<file path="src/rtl/uart_word_packetizer_pkg.sv">
// Shared definitions for the UART word packetizer: frame constants and FSM state encoding.
package uart_pkt_defs;

  localparam logic [7:0] DEF_SYNC_BYTE = 8'hA5;
  localparam int         HDR_BYTES     = 3;

  typedef enum logic [1:0] {
    IDLE = 2'd0,
    HDR  = 2'd1,
    PAY  = 2'd2,
    CHK  = 2'd3
  } pkt_state_e;

endpackage

</file>
<file path="src/rtl/uart_word_packetizer_fifo.sv">
// Synchronous first-word-fall-through FIFO; dout is the oldest entry whenever !empty.
module sync_word_fifo #(
  parameter int WIDTH = 32,
  parameter int DEPTH = 8
) (
  input  logic                     clk,
  input  logic                     rst,
  input  logic                     push_i,
  input  logic                     pop_i,
  input  logic [WIDTH-1:0]         din_i,
  output logic [WIDTH-1:0]         dout_o,
  output logic [$clog2(DEPTH):0]   level_o,
  output logic                     full_o,
  output logic                     empty_o
);

  localparam int AW = $clog2(DEPTH);
  localparam int LW = AW + 1;

  logic [WIDTH-1:0] mem_q [DEPTH];
  logic [AW-1:0]    wr_ptr_q, rd_ptr_q;
  logic [LW-1:0]    count_q;
  logic             do_push, do_pop;

  assign full_o  = (count_q == LW'(DEPTH));
  assign empty_o = (count_q == '0);
  assign do_push = push_i && !full_o;
  assign do_pop  = pop_i && !empty_o;
  assign dout_o  = mem_q[rd_ptr_q];
  assign level_o = count_q;

  // Storage carries no reset; only pointers and occupancy are control state.
  always_ff @(posedge clk) begin
    if (do_push) mem_q[wr_ptr_q] <= din_i;
  end

  always_ff @(posedge clk) begin
    if (rst) begin
      wr_ptr_q <= '0;
      rd_ptr_q <= '0;
      count_q  <= '0;
    end else begin
      if (do_push) wr_ptr_q <= wr_ptr_q + AW'(1);
      if (do_pop)  rd_ptr_q <= rd_ptr_q + AW'(1);
      case ({do_push, do_pop})
        2'b10:   count_q <= count_q + LW'(1);
        2'b01:   count_q <= count_q - LW'(1);
        default: count_q <= count_q;
      endcase
    end
  end

endmodule

</file>
<file path="src/rtl/uart_word_packetizer.sv">
// Frames buffered 32-bit words as SYNC/SEQ/LEN/payload/CHK packets and feeds them
// byte by byte to a UART serializer using an issue/done handshake.
module uart_word_packetizer
  import uart_pkt_defs::*;
#(
  parameter int         WORDS_PER_PKT = 4,
  parameter int         FIFO_DEPTH    = 8,
  parameter logic [7:0] SYNC_BYTE     = DEF_SYNC_BYTE
) (
  input  logic                          clk,
  input  logic                          rst,
  input  logic [31:0]                   word_i,
  input  logic                          word_valid_i,
  output logic                          word_ready_o,
  input  logic                          flush_i,
  output logic [7:0]                    tx_byte_o,
  output logic                          tx_dv_o,
  input  logic                          tx_active_i,
  input  logic                          tx_done_i,
  output logic                          pkt_done_o,
  output logic                          busy_o,
  output logic [7:0]                    seq_o,
  output logic [$clog2(FIFO_DEPTH):0]   level_o
);

  localparam int LW = $clog2(FIFO_DEPTH) + 1;

  function automatic logic [7:0] clamp_len(input logic [31:0] lvl);
    if (lvl >= 32'(WORDS_PER_PKT)) return 8'(WORDS_PER_PKT);
    return 8'(lvl);
  endfunction

  logic [LW-1:0] level;
  logic [31:0]   level32;
  logic [31:0]   fifo_dout;
  logic          fifo_full, fifo_empty;
  logic          push, pop;

  pkt_state_e    state_q;
  logic [1:0]    idx_q;
  logic [7:0]    word_cnt_q, len_q, seq_q, chk_q, tx_byte_q;
  logic [31:0]   shift_q;
  logic          pending_q, flush_q, tx_dv_q, pkt_done_q;

  logic          start, issue, advance;
  logic [7:0]    issue_byte;

  assign word_ready_o = !rst && !fifo_full;
  assign push         = word_valid_i && word_ready_o;
  assign level32      = 32'(level);

  assign start   = (state_q == IDLE) &&
                   ((level32 >= 32'(WORDS_PER_PKT)) || (flush_q && level32 != 32'd0));
  assign issue   = (state_q != IDLE) && !pending_q && !tx_active_i;
  assign advance = (state_q != IDLE) && pending_q && tx_done_i;
  assign pop     = issue && (state_q == PAY) && (idx_q == 2'd0) && !fifo_empty;

  sync_word_fifo #(
    .WIDTH (32),
    .DEPTH (FIFO_DEPTH)
  ) u_fifo (
    .clk     (clk),
    .rst     (rst),
    .push_i  (push),
    .pop_i   (pop),
    .din_i   (word_i),
    .dout_o  (fifo_dout),
    .level_o (level),
    .full_o  (fifo_full),
    .empty_o (fifo_empty)
  );

  always_comb begin
    issue_byte = chk_q;
    case (state_q)
      HDR: begin
        case (idx_q)
          2'd0:    issue_byte = SYNC_BYTE;
          2'd1:    issue_byte = seq_q;
          default: issue_byte = len_q;
        endcase
      end
      PAY:     issue_byte = (idx_q == 2'd0) ? fifo_dout[7:0] : shift_q[7:0];
      default: issue_byte = chk_q;
    endcase
  end

  // Payload shift register and running checksum (SYNC excluded).
  always_ff @(posedge clk) begin
    if (start) begin
      chk_q <= '0;
    end else if (issue && (state_q == PAY || (state_q == HDR && idx_q != 2'd0))) begin
      chk_q <= chk_q ^ issue_byte;
    end
    if (pop) begin
      shift_q <= fifo_dout >> 8;
    end else if (issue && state_q == PAY) begin
      shift_q <= shift_q >> 8;
    end
  end

  always_ff @(posedge clk) begin
    if (rst) begin
      state_q    <= IDLE;
      idx_q      <= '0;
      word_cnt_q <= '0;
      len_q      <= '0;
      seq_q      <= '0;
      pending_q  <= 1'b0;
      flush_q    <= 1'b0;
      tx_dv_q    <= 1'b0;
      tx_byte_q  <= '0;
      pkt_done_q <= 1'b0;
    end else begin
      tx_dv_q    <= issue;
      pkt_done_q <= 1'b0;
      if (issue) begin
        tx_byte_q <= issue_byte;
        pending_q <= 1'b1;
      end else if (advance) begin
        pending_q <= 1'b0;
      end

      if (start) flush_q <= 1'b0;
      else if (flush_i && level32 != 32'd0) flush_q <= 1'b1;

      case (state_q)
        IDLE: begin
          if (start) begin
            state_q <= HDR;
            idx_q   <= '0;
            len_q   <= clamp_len(level32);
          end
        end
        HDR: begin
          if (advance) begin
            if (idx_q == 2'(HDR_BYTES - 1)) begin
              state_q    <= PAY;
              idx_q      <= '0;
              word_cnt_q <= '0;
            end else begin
              idx_q <= idx_q + 2'd1;
            end
          end
        end
        PAY: begin
          if (advance) begin
            idx_q <= idx_q + 2'd1;
            if (idx_q == 2'd3) begin
              if (word_cnt_q == len_q - 8'd1) state_q <= CHK;
              else word_cnt_q <= word_cnt_q + 8'd1;
            end
          end
        end
        default: begin
          if (advance) begin
            state_q    <= IDLE;
            pkt_done_q <= 1'b1;
            seq_q      <= seq_q + 8'd1;
          end
        end
      endcase
    end
  end

  assign tx_byte_o  = tx_byte_q;
  assign tx_dv_o    = tx_dv_q;
  assign pkt_done_o = pkt_done_q;
  assign busy_o     = (state_q != IDLE);
  assign seq_o      = seq_q;
  assign level_o    = level;

endmodule

</file>
<file path="config.mk">
export PLATFORM = sky130hd
export DESIGN_NAME = uart_word_packetizer
export DESIGN_NICKNAME = d
export VERILOG_FILES = /design/src/rtl/uart_word_packetizer_pkg.sv /design/src/rtl/uart_word_packetizer_fifo.sv /design/src/rtl/uart_word_packetizer.sv
export SDC_FILE = /design/constraint.sdc
export NUM_CORES = 1
export LEC_CHECK = 0
export BUFFER_PORTS_ARGS = -buffer_cell sky130_fd_sc_hd__buf_2
export CORE_MARGIN = 8
export CORE_UTILIZATION = 40
export CTS_CLUSTER_DIAMETER = 150
export DETAILED_ROUTE_END_ITERATION = 12
export MAX_ROUTING_LAYER = met4
export PLACE_DENSITY = 0.57
export SYNTH_ARGS = -nofsm -noshare
export SYNTH_HDL_FRONTEND = slang
export SYNTH_HIERARCHICAL = 1
export SYNTH_SLANG_ARGS = --single-unit
export TNS_END_PERCENT = 10
</file>
<file path="constraint.sdc">
create_clock -name clk -period 6.8 [get_ports clk]
set_clock_uncertainty 0.15 [all_clocks]
set_input_delay 0.34 -clock clk [delete_from_list [all_inputs] [get_ports clk]]
set_output_delay 0.34 -clock clk [all_outputs]
set_load 0.02 [all_outputs]
</file>
After elaboration in Yosys (flattened, before gate mapping)
Memory sizes are Yosys's and may differ from the RTL's. A register that Yosys moved wholly into a read port is not among the register bits. Cells that the tools add are included. W data, S select, Z words.

Register bits after elaboration: 82. Memory bits (writable): 256. Input bits: 38. Output and inout port bits: 24. Logic and storage cells: 124. Memories kept: 1.

$add $sub $neg: 8. Magnitude comparators: 1. Equality and inequality tests: 16. Muxes and demuxes: 38. Bitwise gates (word level): 2. Reduce and logical (&&, ||, !) cells: 43.

Memory list: u_fifo.mem_q (depth 8, width 32, rd ports 1, clocked after Yosys merged registers in 1, wr ports 1, RTL line uart_word_packetizer_fifo.sv:20) `logic [WIDTH-1:0] mem_q [DEPTH];`.

Operators by type and width (count): $mux W8 (8); $mux W24 (2); $pmux W8 S2 (3); $reduce_bool A32 Y1 (1); $mux W2 (11); $add A8 B1 Y8 const B (2); $logic_and A1 B1 Y1 (16); $reduce_bool A2 Y1 (7); $pmux W2 S3 (2); $mux W1 (9); $eq A2 B2 Y1 const B (4); $eq A8 B8 Y1 (1); $ne A2 B2 Y1 const B (4); $pmux W4 S2 (1); $sub A8 B1 Y8 const B (1); $xor A8 B8 Y8 (1); $reduce_and A7 Y1 (1); $add A3 B1 Y3 const B (2); $eq A2 B1 Y1 const B (3); $mux W3 (2); $ne A2 B1 Y1 const B (3); $reduce_and A6 Y1 (1); $logic_not A1 Y1 (5); $add A4 B1 Y4 const B (1); other kinds (14) (17).

Depth between registers and ports, before layout
Depth in word-level cells: 9. Mapped depth: 15. Depth with buffers taken out: 13.

Hierarchy
The synthesis kept the hierarchy.

By module, submodules not included: sync_word_fifo (times used 1, cells each 444, area an instance 10542.6 um^2, seq. area each 7947.6 um^2); uart_word_packetizer (times used 1, cells each 353, area an instance 3479.6 um^2, seq. area each 1601.5 um^2).

Least setup slack after synthesis
OpenSTA, ideal clock, no wires.

Path type: register to register. From: reg u_fifo.count_q[0] (netlist: u_fifo/level_o[0]). To: mem u_fifo.mem_q[0][0], enable pin. Setup time: 501 ps. Arrival: 4754 ps. Data required time: 6149 ps. Slack: 1394 ps. Cell stages (with the launch flop): 8. Buffers on the path: 1. Period minus slack after synthesis: 5406 ps. Path through: dfxtp_1 or4b_4 buf_6 inv_1 nor2_1 and2_1 nand2_8 nor4_1.

Cells in the longest elaborated chain, start to end: 7.

RTL lines: start: declaration (RTL line uart_word_packetizer_fifo.sv:22) `logic [LW-1:0] count_q;`; start signal: assignment (RTL line uart_word_packetizer_fifo.sv:46) `2'b10: count_q <= count_q + LW'(1);`; start signal: assignment (RTL line uart_word_packetizer_fifo.sv:47) `2'b01: count_q <= count_q - LW'(1);`; start signal: assignment (RTL line uart_word_packetizer_fifo.sv:48) `default: count_q <= count_q;`; $eq A4 B4 Y1 (RTL line uart_word_packetizer_fifo.sv:25) `assign full_o = (count_q == LW'(DEPTH));`; via fifo_full (RTL line uart_word_packetizer.sv:36) `logic fifo_full, fifo_empty;`; $logic_not A1 Y1 (RTL line uart_word_packetizer.sv:48) `assign word_ready_o = !rst && !fifo_full;`; $logic_and A1 B1 Y1 (RTL line uart_word_packetizer.sv:48); via word_ready_o (RTL line uart_word_packetizer.sv:14) `output logic word_ready_o,`; $logic_and A1 B1 Y1 (RTL line uart_word_packetizer.sv:49) `assign push = word_valid_i && word_ready_o;`; via push (RTL line uart_word_packetizer.sv:37) `logic push, pop;`; $logic_and A1 B1 Y1 (RTL line uart_word_packetizer_fifo.sv:27) `assign do_push = push_i && !full_o;`; $mux W1 (RTL line uart_word_packetizer_fifo.sv:34) `if (do_push) mem_q[wr_ptr_q] <= din_i;`; $mux W1 (not written as such) (RTL line uart_word_packetizer_fifo.sv:34); end: declaration (RTL line uart_word_packetizer_fifo.sv:20).

The timed path passes the listed nets, and every way through them passes these cells.

Worst setup path after layout
From: reg state_q[0]. To: reg u_fifo.count_q[2] (netlist: u_fifo/level_o[2]).

Cells in the longest elaborated chain, start to end: 9. Elaborated cells on any way between the ends: 12. Those cells by class: 3 x eq/ne; 1 x mux; 8 x reduce/logical.

RTL lines: start: declaration (RTL line uart_word_packetizer.sv:39) `pkt_state_e state_q;`; start signal: assignment (RTL line uart_word_packetizer.sv:104) `state_q <= IDLE;`; start signal: assignment (RTL line uart_word_packetizer.sv:130) `state_q <= HDR;`; start signal: assignment (RTL line uart_word_packetizer.sv:138) `state_q <= PAY;`; $reduce_bool A2 Y1 (RTL line uart_word_packetizer.sv:54) `assign issue = (state_q != IDLE) && !pending_q && !tx_active_i;`; $logic_and A1 B1 Y1 (2 in a row) (RTL line uart_word_packetizer.sv:54); $logic_and A1 B1 Y1 * (3 in a row) (RTL line uart_word_packetizer.sv:56) `assign pop = issue && (state_q == PAY) && (idx_q == 2'd0) && !fifo_empty;`; $logic_and A1 B1 Y1 * (RTL line uart_word_packetizer_fifo.sv:28) `assign do_pop = pop_i && !empty_o;`; via u_fifo.do_pop (RTL line uart_word_packetizer_fifo.sv:23) `logic do_push, do_pop;`; $eq A2 B1 Y1 / $eq A2 B2 Y1 (equally long branches) (RTL line uart_word_packetizer_fifo.sv:45) `case ({do_push, do_pop})`; $pmux W4 S2 / $reduce_bool A2 Y1 (equally long branches).

The timed path passes the listed nets; every way through them passes the cells marked *. A chain may end at the register's enable or synchronous reset.

==> results.sh <==
export IMPL_synth_nets=853
export IMPL_async_flop_share_pct=0
export IMPL_fill_cells=2998
export IMPL_final_max_slew_viol_count=0
export IMPL_cp_num_buf_inv=2
export IMPL_synth_top_area_cell="edfxtp_1"
export IMPL_r2r_end="u_fifo/level_o[2]"
export IMPL_vdd_drop_max_v=0.000212
export IMPL_crit_family="simple AND/OR/NAND/NOR gates"
export IMPL_wl_met2_mm=13.8
export IMPL_critPathArrivalTime_ns=4.95
export IMPL_maxCapViolCount=0
export IMPL_globalplace_congestion=0.759
export IMPL_crit_fanout=25
export IMPL_wl_per_cell_um=20.2
export IMPL_reg2reg_depth=14
export IMPL_start_util_pct=40.6
export IMPL_r2r_start="state_q[0]"
export IMPL_yosysSeqAreaShare_pct=68.1
export IMPL_routed_wl_met3_mm=1.13
export IMPL_nets=958
export IMPL_io_buffers=61
export IMPL_cts_resized=0
export IMPL_synthToLayoutAreaGrowth_pct=16.2
export IMPL_slew_headroom_pct=19.2
export IMPL_power_w=0.00433
export IMPL_crit_end="u_fifo/level_o[2]"
export IMPL_track_usage_pct=14.0
export IMPL_grt_pass1_vias=7465
export IMPL_clkSinkCount=337
export IMPL_yosys_register_bits=337
export IMPL_fin_crit_sh_pct=68.4
export IMPL_die_x_um=203
export IMPL_antenna_found_initial=1
export IMPL_cts_setup_buffers=0
export IMPL_rsz0062_at_grt="no"
export IMPL_ios=62
export IMPL_hpwl_mm=15.9
export IMPL_synth_edff_count=280
export IMPL_status="completed"
export IMPL_final_hold_viol_count=0
export IMPL_synth_top_cell_area_share_pct=60.0
export IMPL_p_per_area_nw_per_um2=266
export IMPL_grt_max_degree=47
export IMPL_num_rows=68
export IMPL_min_period_ns=4.65
export IMPL_dieArea_um2=41300
export IMPL_clkTransAtPathRegs_ns=0.06
export IMPL_fmax_mhz=215
export IMPL_gr_total_overflow=0
export IMPL_h_tree_depth=2
export IMPL_drtAntennaViolNets=0
export IMPL_tns_ns=0
export IMPL_drt_first_pass_iters=5
export IMPL_cp_depth=14
export IMPL_clk_insertion_delay_late_ns=0.53
export IMPL_drcViolationCount=0
export IMPL_viasPerCell=5.18
export IMPL_worstMarginPinSlew_ns=1.21
export IMPL_postRouteWirelength_mm=28.0
export IMPL_cts_root_buf="clkbuf_16"
export IMPL_synthTopCellsByArea="edfxtp_1 60%, mux4_1 10%, dfxtp_1 8.1%"
export IMPL_critPathSlowestCell="and2_1"
export IMPL_required_ns=7.09
export IMPL_coreArea_um2=34500
export IMPL_yosysUniqueCellTypes=54
export IMPL_cp_slowest_stage_delay_ns=1.01
export IMPL_yosys_warnings=6
export IMPL_cts_tree="built"
export IMPL_critical_path_cell_chain="inv_1 -> ha_1 -> nor3_1 -> and2_1 -> and3b_1 -> buf_4 -> o41a_1 -> ha_1 -> xor2_1 -> ha_1 -> a21oi_1 -> xor2_1 -> or3_1 -> a21oi_1"
export IMPL_ff2ff_setup_slack_ns=2.15
export IMPL_critPathKind="reg2reg"
export IMPL_die_y_um=203
export IMPL_wl_met1_mm=12.6
export IMPL_startpoint="state_q[0]"
export IMPL_p_leak_nw=5.44
export IMPL_critical_path_startpoint_type="flip-flop"
export IMPL_hp_class="in2reg"
export IMPL_setup_viol_count_final=0
export IMPL_vias=7184
export IMPL_synth_area_um2=14000
export IMPL_syn_area_per_cell_um2=17.6
export IMPL_layout_drive_gt1_share_pct=22.0
export IMPL_cts_buffer_depth=3
export IMPL_highest_layer="met4"
export IMPL_dominantRegCellSynth="edfxtp_1"
export IMPL_cts_made_buffers=38
export IMPL_syn_instance_count=797
export IMPL_crit_top_cell="ha_1"
export IMPL_worst_setup_path_end_kind="flip-flop"
export IMPL_drtIter0Drc=316
export IMPL_grt_pass1_wl_mm=43.5
-- Yosys cell counts, drive strengths merged, types with 10 or more instances --
cell / count
a211oi: 13
a21oi: 31
and2: 14
buf: 26
clkbuf: 15
dfxtp: 57
edfxtp: 280
ha: 18
inv: 13
mux2: 55
mux4: 64
nand2: 24
nand3: 14
nor2: 49
o21ai: 10
xnor2: 11
xor2: 16
-- power breakdown --
part | internal, W | total [W] | switching, W
clock network | 0.00114 | 0.00193 | 0.000799
registers | 0.00226 | 0.00227 | 0.0000133
logic | 0.0000556 | 0.000127 | 0.0000719
-- cells in the final DEF (no fill, tap or decap), drive strengths merged, types with 4 or more instances in the layout --
cell type    netlist  routed
edfxtp           280     280
buf               26      73
mux4              64      64
dfxtp             57      57
mux2              55      55
clkbuf            15      51
nor2              49      49
dlygate4sd3        0      33
a21oi             31      31
nand2             24      24
ha                18      18
xor2              16      16
inv               13      15
and2              14      14
nand3             14      14
a211oi            13      13
clkinv             0      13
xnor2             11      11
o21ai             10      10
nor3               9       9
o31ai              8       8
or4                7       7
nor3b              5       5
mux2i              5       5
a21o               5       5
nor2b              5       5
and3               4       4
a22oi              4       4
a222oi             4       4
-- per-layer routing --
layer / global-route usage [%] / up-vias
met5: - / -
met4: 3.73 / 0
met3: 2.44 / 45
met2: 22.8 / 123
met1: 17.9 / 3612
li1: - / 3404
-- how the worst min path moves through the flow --
| stage | start | slack (ns) | cells after the start | end |
|---|---|---|---|---|
| 2_1_floorplan | chk_q[1] | 0.28 | 1 | chk_q[1] |
| 3_3_place_gp | chk_q[1] | 0.30 | 1 | chk_q[1] |
| 3_5_place_dp | tx_byte_o[3] | 0.31 | 2 | tx_byte_o[3] |
| 4_1_cts | tx_active_i | 0.007 | 4 | tx_byte_o[1] |
| 5_1_grt | tx_active_i | 0.04 | 4 | tx_byte_o[1] |
| 6_report | tx_active_i | 0.03 | 4 | tx_byte_o[1] |
-- what timing repair did --
item | in CTS | in global routing
endpoints found under the hold margin | 257 | 0
hold buffers | 33 | 0
setup endpoints to repair | 0 | 0
-- worst register-to-register path, delay by kind of cell (launching register included) --
family,cells,cell delay [ns]
simple gates,4,2.05
fa+ha+maj,3,0.77
compound gates,3,0.53
buf+inv,2,0.39
flops,1,0.36
xor+xnor,2,0.34
-- flip-flops by register name (all words and copies together), names as in the netlist, named ones only --
signal and flops:
u_fifo/wr_ptr_q 3, state_q 2, idx_q 2, tx_dv_o 1, pending_q 1, u_fifo/level_o 4, u_fifo/rd_ptr_q 3, len_q 4
flush_q 1, chk_q 8, word_cnt_q 8, shift_q 24, seq_o 8, u_fifo/mem_q 256, pkt_done_o 1, tx_byte_o 8
-- through the flow --
step           utilization (%)  hold slack, ns  setup WS [ns]  cell area, µm²  instances
2_1_floorplan                -           0.284           1.39           14000        797
3_3_place_gp              42.8           0.298           2.28           14800       1284
3_5_place_dp              42.8           0.308           2.15           14800       1284
4_1_cts                   47.2         0.00739           2.09           16300       1385
5_1_grt                   47.2          0.0419           1.71           16300       1386
6_report                  47.2          0.0284           2.15           16300       1386
-- logic make-up after synthesis --
| group | after synthesis | synth area share, % |
|---|---|---|
| AND/OR/NAND/NOR | 155 | 5.91 |
| multiplexers | 124 | 16.7 |
| flip-flops | 337 | 68.1 |
| XOR/XNOR | 27 | 1.69 |
| AO/OA/AOI/OAI | 82 | 3.86 |
| buffers and inverters | 54 | 2.15 |
| adder cells (fa/ha/maj) | 18 | 1.61 |
-- cell type report --
class                   instances  area (µm²)  area share, %
repair buffers                106         726           4.45
well taps                     455         569           3.49
clock buffers                  51        1020           6.26
flip-flops and latches        337        9560           58.6
diodes                          1        2.50         0.0154
clock inverters                17         155          0.952
multi-input cells             406        4220           25.9
inverters                      13        48.8          0.299
No activity file was read; power rests on OpenSTA's default activity.
